### config.mk
export PLATFORM = sky130hd
export DESIGN_NAME = param_demux_regbank
export DESIGN_NICKNAME = d
export VERILOG_FILES = /design/src/rtl/param_demux_regbank.sv
export SDC_FILE = /design/constraint.sdc
export NUM_CORES = 2
export LEC_CHECK = 0
export CAP_MARGIN = 20
export CORE_AREA = 2 2 447 449
export DETAILED_ROUTE_END_ITERATION = 12
export DIE_AREA = 0 0 449 451
export PLACE_DENSITY = 0.41
export REMOVE_ABC_BUFFERS = 1
export SYNTH_ARGS = -nofsm -noshare
export SYNTH_HDL_FRONTEND = slang
export SYNTH_SLANG_ARGS = --single-unit
### constraint.sdc
create_clock -name clk -period 1.9 [get_ports clk]
set_input_delay 0.285 -clock clk [delete_from_list [all_inputs] [get_ports clk]]
set_output_delay 0.285 -clock clk [all_outputs]
set_load 0.02 [all_outputs]
### src/rtl/param_demux_regbank.sv
// -----------------------------------------------------------------------------
// param_demux_regbank
//
// Write side of a parameterised register bank. A destination select is decoded
// into a one-hot enable and the write data lands in exactly one register. The
// whole array is exposed in parallel so that param_mux instances can build the
// read ports. As an RV32I register file write port it provides:
//   - a valid/ready write handshake,
//   - an optional hardwired-zero entry 0,
//   - a sequential clear sweep that zeroes one entry per cycle.
//
// Ports
//   clk          rising-edge clock
//   rst          synchronous reset, active high, overrides every other input
//   i_wr_valid   write request
//   o_wr_ready   bank can accept a write this cycle (combinational)
//   i_wr_sel     destination register index
//   i_wr_data    write data
//   i_clear      one-cycle pulse that starts a clear sweep
//   o_regs       full register array, entry k at o_regs[k]
//   o_wr_onehot  registered one-hot of the write accepted on the previous edge
//   o_written    sticky mask of entries written since the last reset or clear
//   o_busy       clear sweep in progress
// -----------------------------------------------------------------------------
module param_demux_regbank #(
    parameter int DATA_WIDTH = 32,
    parameter int NUM_REGS   = 32,
    parameter int SEL_WIDTH  = $clog2(NUM_REGS),
    parameter int ZERO_REG   = 1
) (
    input  logic                                 clk,
    input  logic                                 rst,
    input  logic                                 i_wr_valid,
    output logic                                 o_wr_ready,
    input  logic [SEL_WIDTH-1:0]                 i_wr_sel,
    input  logic [DATA_WIDTH-1:0]                i_wr_data,
    input  logic                                 i_clear,
    output logic [NUM_REGS-1:0][DATA_WIDTH-1:0]  o_regs,
    output logic [NUM_REGS-1:0]                  o_wr_onehot,
    output logic [NUM_REGS-1:0]                  o_written,
    output logic                                 o_busy
);

    // Terminal count of the sweep, compared explicitly so the counter never
    // relies on wrapping back to zero.
    localparam logic [SEL_WIDTH-1:0] LAST_IDX = SEL_WIDTH'(NUM_REGS - 1);

    typedef enum logic [0:0] {
        ST_IDLE  = 1'b0,
        ST_CLEAR = 1'b1
    } state_t;

    state_t                 state_reg;
    state_t                 state_next;
    logic [SEL_WIDTH-1:0]   sweep_cnt_reg;
    logic [SEL_WIDTH-1:0]   sweep_cnt_next;

    logic                   accept;
    logic                   clear_start;
    logic [NUM_REGS-1:0]    wr_en;
    logic [NUM_REGS-1:0]    wr_onehot_reg;

    // -------------------------------------------------------------------------
    // Handshake
    // -------------------------------------------------------------------------
    // A clear request in IDLE takes priority over a simultaneous write: ready
    // drops in that same cycle so the requester holds its write until the
    // sweep has finished.
    assign o_wr_ready  = (state_reg == ST_IDLE) && !i_clear;
    assign o_busy      = (state_reg == ST_CLEAR);
    assign accept      = i_wr_valid && o_wr_ready;
    assign clear_start = (state_reg == ST_IDLE) && i_clear;

    // -------------------------------------------------------------------------
    // Sweep FSM: state register
    // -------------------------------------------------------------------------
    always_ff @(posedge clk) begin
        if (rst) begin
            state_reg     <= ST_IDLE;
            sweep_cnt_reg <= '0;
        end else begin
            state_reg     <= state_next;
            sweep_cnt_reg <= sweep_cnt_next;
        end
    end

    // -------------------------------------------------------------------------
    // Sweep FSM: next state. i_clear is not looked at in CLEAR, so a second
    // pulse during a sweep does not restart it.
    // -------------------------------------------------------------------------
    always_comb begin
        state_next     = state_reg;
        sweep_cnt_next = sweep_cnt_reg;
        case (state_reg)
            ST_IDLE: begin
                if (i_clear) begin
                    state_next     = ST_CLEAR;
                    sweep_cnt_next = '0;
                end
            end
            ST_CLEAR: begin
                if (sweep_cnt_reg == LAST_IDX) begin
                    state_next     = ST_IDLE;
                    sweep_cnt_next = '0;
                end else begin
                    sweep_cnt_next = sweep_cnt_reg + 1'b1;
                end
            end
            default: begin
                state_next     = ST_IDLE;
                sweep_cnt_next = '0;
            end
        endcase
    end

    // -------------------------------------------------------------------------
    // Per-entry decode and storage
    // -------------------------------------------------------------------------
    for (genvar gi = 0; gi < NUM_REGS; gi++) begin : g_entry
        // The enable includes the handshake, so at most one bit is ever set.
        assign wr_en[gi] = accept && (i_wr_sel == SEL_WIDTH'(gi));

        if ((ZERO_REG != 0) && (gi == 0)) begin : g_zero
            // Hardwired zero: writes still complete the handshake and show
            // up in o_wr_onehot, but neither data nor the written flag stick.
            assign o_regs[gi]    = '0;
            assign o_written[gi] = 1'b0;
        end else begin : g_store
            logic [DATA_WIDTH-1:0] data_reg;
            logic                  written_reg;
            logic                  sweep_hit;

            assign sweep_hit = o_busy && (sweep_cnt_reg == SEL_WIDTH'(gi));

            // Writes and sweep hits never coincide: ready is low in CLEAR.
            always_ff @(posedge clk) begin
                if (rst) begin
                    data_reg <= '0;
                end else if (sweep_hit) begin
                    data_reg <= '0;
                end else if (wr_en[gi]) begin
                    data_reg <= i_wr_data;
                end
            end

            // The whole mask drops on entry to CLEAR, not entry by entry.
            always_ff @(posedge clk) begin
                if (rst) begin
                    written_reg <= 1'b0;
                end else if (clear_start) begin
                    written_reg <= 1'b0;
                end else if (wr_en[gi]) begin
                    written_reg <= 1'b1;
                end
            end

            assign o_regs[gi]    = data_reg;
            assign o_written[gi] = written_reg;
        end
    end

    // -------------------------------------------------------------------------
    // Last-accepted-write indicator. wr_en is all zero whenever nothing is
    // accepted (including the whole sweep), so the register self-clears.
    // -------------------------------------------------------------------------
    always_ff @(posedge clk) begin
        if (rst) begin
            wr_onehot_reg <= '0;
        end else begin
            wr_onehot_reg <= wr_en;
        end
    end

    assign o_wr_onehot = wr_onehot_reg;

endmodule

==> summary.txt <==
Outcome
  • Status: complete, but fails checks
  • Failing checks: negative setup slack

Power and ir drop
  • Pwr Density: 853 nW/µm²
  • Worst vdd ir: 802 µV
  • LEAKAGE: 24.2 nW

Clock tree
  • CTS sink cnt: 1,061
  • Later-pin clock latency in the skew report: about 0.8 ns
  • CTS Buf Count: ~140
  • CTS tree: built
  • H-tree depth: 4
  • Max clock buf depth: 3
  • CTS root buf: clkbuf_16
  • Reg clk slew, reported paths: roughly 0.06 ns

Worst setup path
  • Crit path cell chain: or4b_4 -> buf_12 -> clkbuf_16 -> clkbuf_16 -> o21ai_0 -> a21oi_1
  • Slowest CP cell: or4b_4
  • WP data arrival: between 2 and 3 ns
  • Biggest cell delay along the critical path: 0.60 ns
  • Worst R2R Setup Slack: -0.13 ns
  • Critical path startpoint category: register
  • CP Capture Type: register
  • CP Data Required Time: around 2.6 ns
  • Worst-path fanout max: 11
  • Critical path class: register to register
  • Crit path top cell by count: clkbuf_16

Place
  • Final HPWL DP: 152,000 µm
  • Final Wtd Congestion: ~0.8
  • Placed Cells incl. Taps: about 8,400
  • I/O Buffers: 1,097

Synthesis
  • Synth top cells by count: dfxtp_1 (1,061), a21oi_1 (1,022), nand3_1 (902), o21ai_0 (842), clkbuf_1 (428)
  • Count of different cell masters after synthesis: 45
  • Synthesized area: 41,200 µm²
  • Post-synth top area share: 51.6%
  • Synth area leader: dfxtp_1
  • Ranking of synthesized cells by area: dfxtp_1 (52%), a21oi_1 (12%), nand3_1 (11%)
  • Synth Warn #: 0
  • Cell with the most instances after synthesis: dfxtp_1
  • Post-synth top flop: dfxtp_1
  • Syn_area_per_cell: 8.26 µm²
  • Async set-reset flop share out of synthesis: 0%
  • Post-synth EDFFs: 0
  • Mapped Cells: 4,986
  • Sequential fraction of the synthesis area: between 50% and 60%
  • Flops & latches, synth: around 1,100

Worst hold path
  • Min-Delay Path Class: primary input to register

Detailed routing
  • Routed Antenna Nets: 0
  • DRC viols: 0
  • DRT iter0 DRCs: 4,046
  • Via density: 5.04
  • Vias: around 44,000
  • DR WL/cell: 28.7 µm
  • Total Wirelength: ~250,000 µm
  • DR pass1 iterations: 6

Die
  • Core Area: roughly 200,000 µm²
  • I/O pin count: 1,131
  • Die extent in x: 449 µm
  • Rows: 164
  • Full die area: 202,000 µm²
  • Die height: 451 µm
  • Initial core utilization: 20.8%

Cells and area
  • Share of post-route cells with drive strength above 1: 12.7%
  • Number of flip-flops in the largest register: 992
  • Final #Nets: 5,967
  • Final Util: 31.3%
  • Synth-to-Final Area Change: 50.7%
  • Final Non-Filler Cells: between 8,000 and 9,000

Timing
  • Hold Fails Final Rpt: 0
  • Setup Viol. Count Final: between 200 and 300
  • Worst slew pin tran: between 0.5 and 0.6 ns
  • Slew Limit Fails: 0
  • Clock Skew: 0.0213 ns
  • Max transition margin: 62.9%
  • Max Clk Rate: about 0.49 GHz
  • Setup TNS: -11.35 ns
  • Setup ws final: -0.126 ns
  • Tmin final: 2.03 ns
  • Part of the cycle the worst path needs: 107%
  • RSZ-0062 raised after global routing: true

GRT
  • First-pass GRT wire length: 335,000 µm
  • Pin count of the biggest net entering global routing: 67
  • All-Layer GR Usage: 22.9%
  • Grt ovf: 0
  • Vias in the first global route: 40,700
  • Initial antenna violation count: 14

Job
  • Max Cap Viol: 0
==> power breakdown <==
group	total, mW	switching [mW]	internal (mW)
registers	22.4	0.0414	22.3
logic	4.31	3.08	1.23
clock network	26.2	10.8	15.4
==> metrics by stage <==
stage	setup slack (ns)	cell area [µm²]	total power, mW	hold slack [ns]
CTS	-0.131	61500	53.4	0.0561
global placement	-0.501	57200	26.9	0.451
finish	-0.126	62100	52.9	0.162
floorplan	-44.37	37800	23.9	0.354
detailed placement	-0.480	57200	26.9	0.457
global route	-0.161	62000	54.4	0.109
==> what timing repair did <==
item / 4_1_cts / 5_1_grt
setup endpoints to repair: 1779 / 658
resized for setup: 1403 / 139
endpoints found under the hold margin: 400 / 0
buffers inserted: 7 / 5
hold buffers: 36 / 0
cloned: 9 / 15
pin swaps: 3 / 18
==> placed cells by master, fill, tap and decap left out, drive strengths merged, types with 4 or more instances in the layout <==
cell / Yosys / layout
clkbuf: 431 / 215
bufinv: 0 / 5
conb: 1 / 33
nand2: 5 / 5
and4b: 4 / 4
clkdlybuf4s15: 0 / 232
or4b: 5 / 5
bufbuf: 0 / 4
o21ai: 993 / 993
and4bb: 6 / 6
dlygate4sd2: 0 / 817
dfxtp: 1061 / 1061
dlygate4sd3: 0 / 36
nand2b: 7 / 7
nand4: 97 / 97
nand4bb: 7 / 7
inv: 6 / 13
ha: 7 / 7
a21oi: 1022 / 1022
nand3b: 5 / 5
o21bai: 26 / 26
nand4b: 4 / 4
nand3: 902 / 902
clkinv: 0 / 14
nor4b: 4 / 4
buf: 300 / 388
nor2b: 31 / 31
nor2: 41 / 41
==> metal layers <==
metal	GRT usage (%)	wire, µm
met4	12.4	14800
met3	5.37	17100
met5	0	10
met2	37.9	119000
met1	27.5	97900
==> final timing paths <==
kind                                   start                          endpoint  cells past startpoint
max                                   o_busy  g_entry[10].g_store.data_reg[26]                      6
min                              i_wr_sel[1]                    o_wr_onehot[1]                      4
max reg2reg                           o_busy  g_entry[10].g_store.data_reg[26]                      6
min reg2reg  g_entry[8].g_store.data_reg[14]   g_entry[8].g_store.data_reg[14]                      2
==> layout make-up <==
| class | instances | area, µm² |
|---|---|---|
| Antenna cell | 2 | 5.00 |
| Clock buffer | 201 | 4050 |
| Clock inverter | 28 | 360 |
| Fill cell | 20900 | 136000 |
| Inverter | 6 | 22.5 |
| Multi-Input combinational cell | 3220 | 17100 |
| Sequential cell | 1061 | 21200 |
| Tap cell | 2656 | 3320 |
| Timing Repair Buffer | 1494 | 15900 |
==> critical path, delay by kind of cell (launching register included) <==
family	cells	cell delay [ns]
AOI/OAI and AO/OA	2	0.26
buffers and inverters	3	0.61
DFF	1	0.38
and+or+nand+nor	1	0.60
==> cells by family after synthesis <==
family | count (synthesis) | synth area share [%]
and+or+nand+nor | 1127 | 14.6
adders and majority gates | 7 | 0.213
DFF | 1061 | 51.6
AOI/OAI and AO/OA | 2052 | 25.2
muxes | 1 | 0.0243
other | 1 | 0.00911
buffers and inverters | 737 | 8.43
No activity file was read; power rests on OpenSTA's default activity.
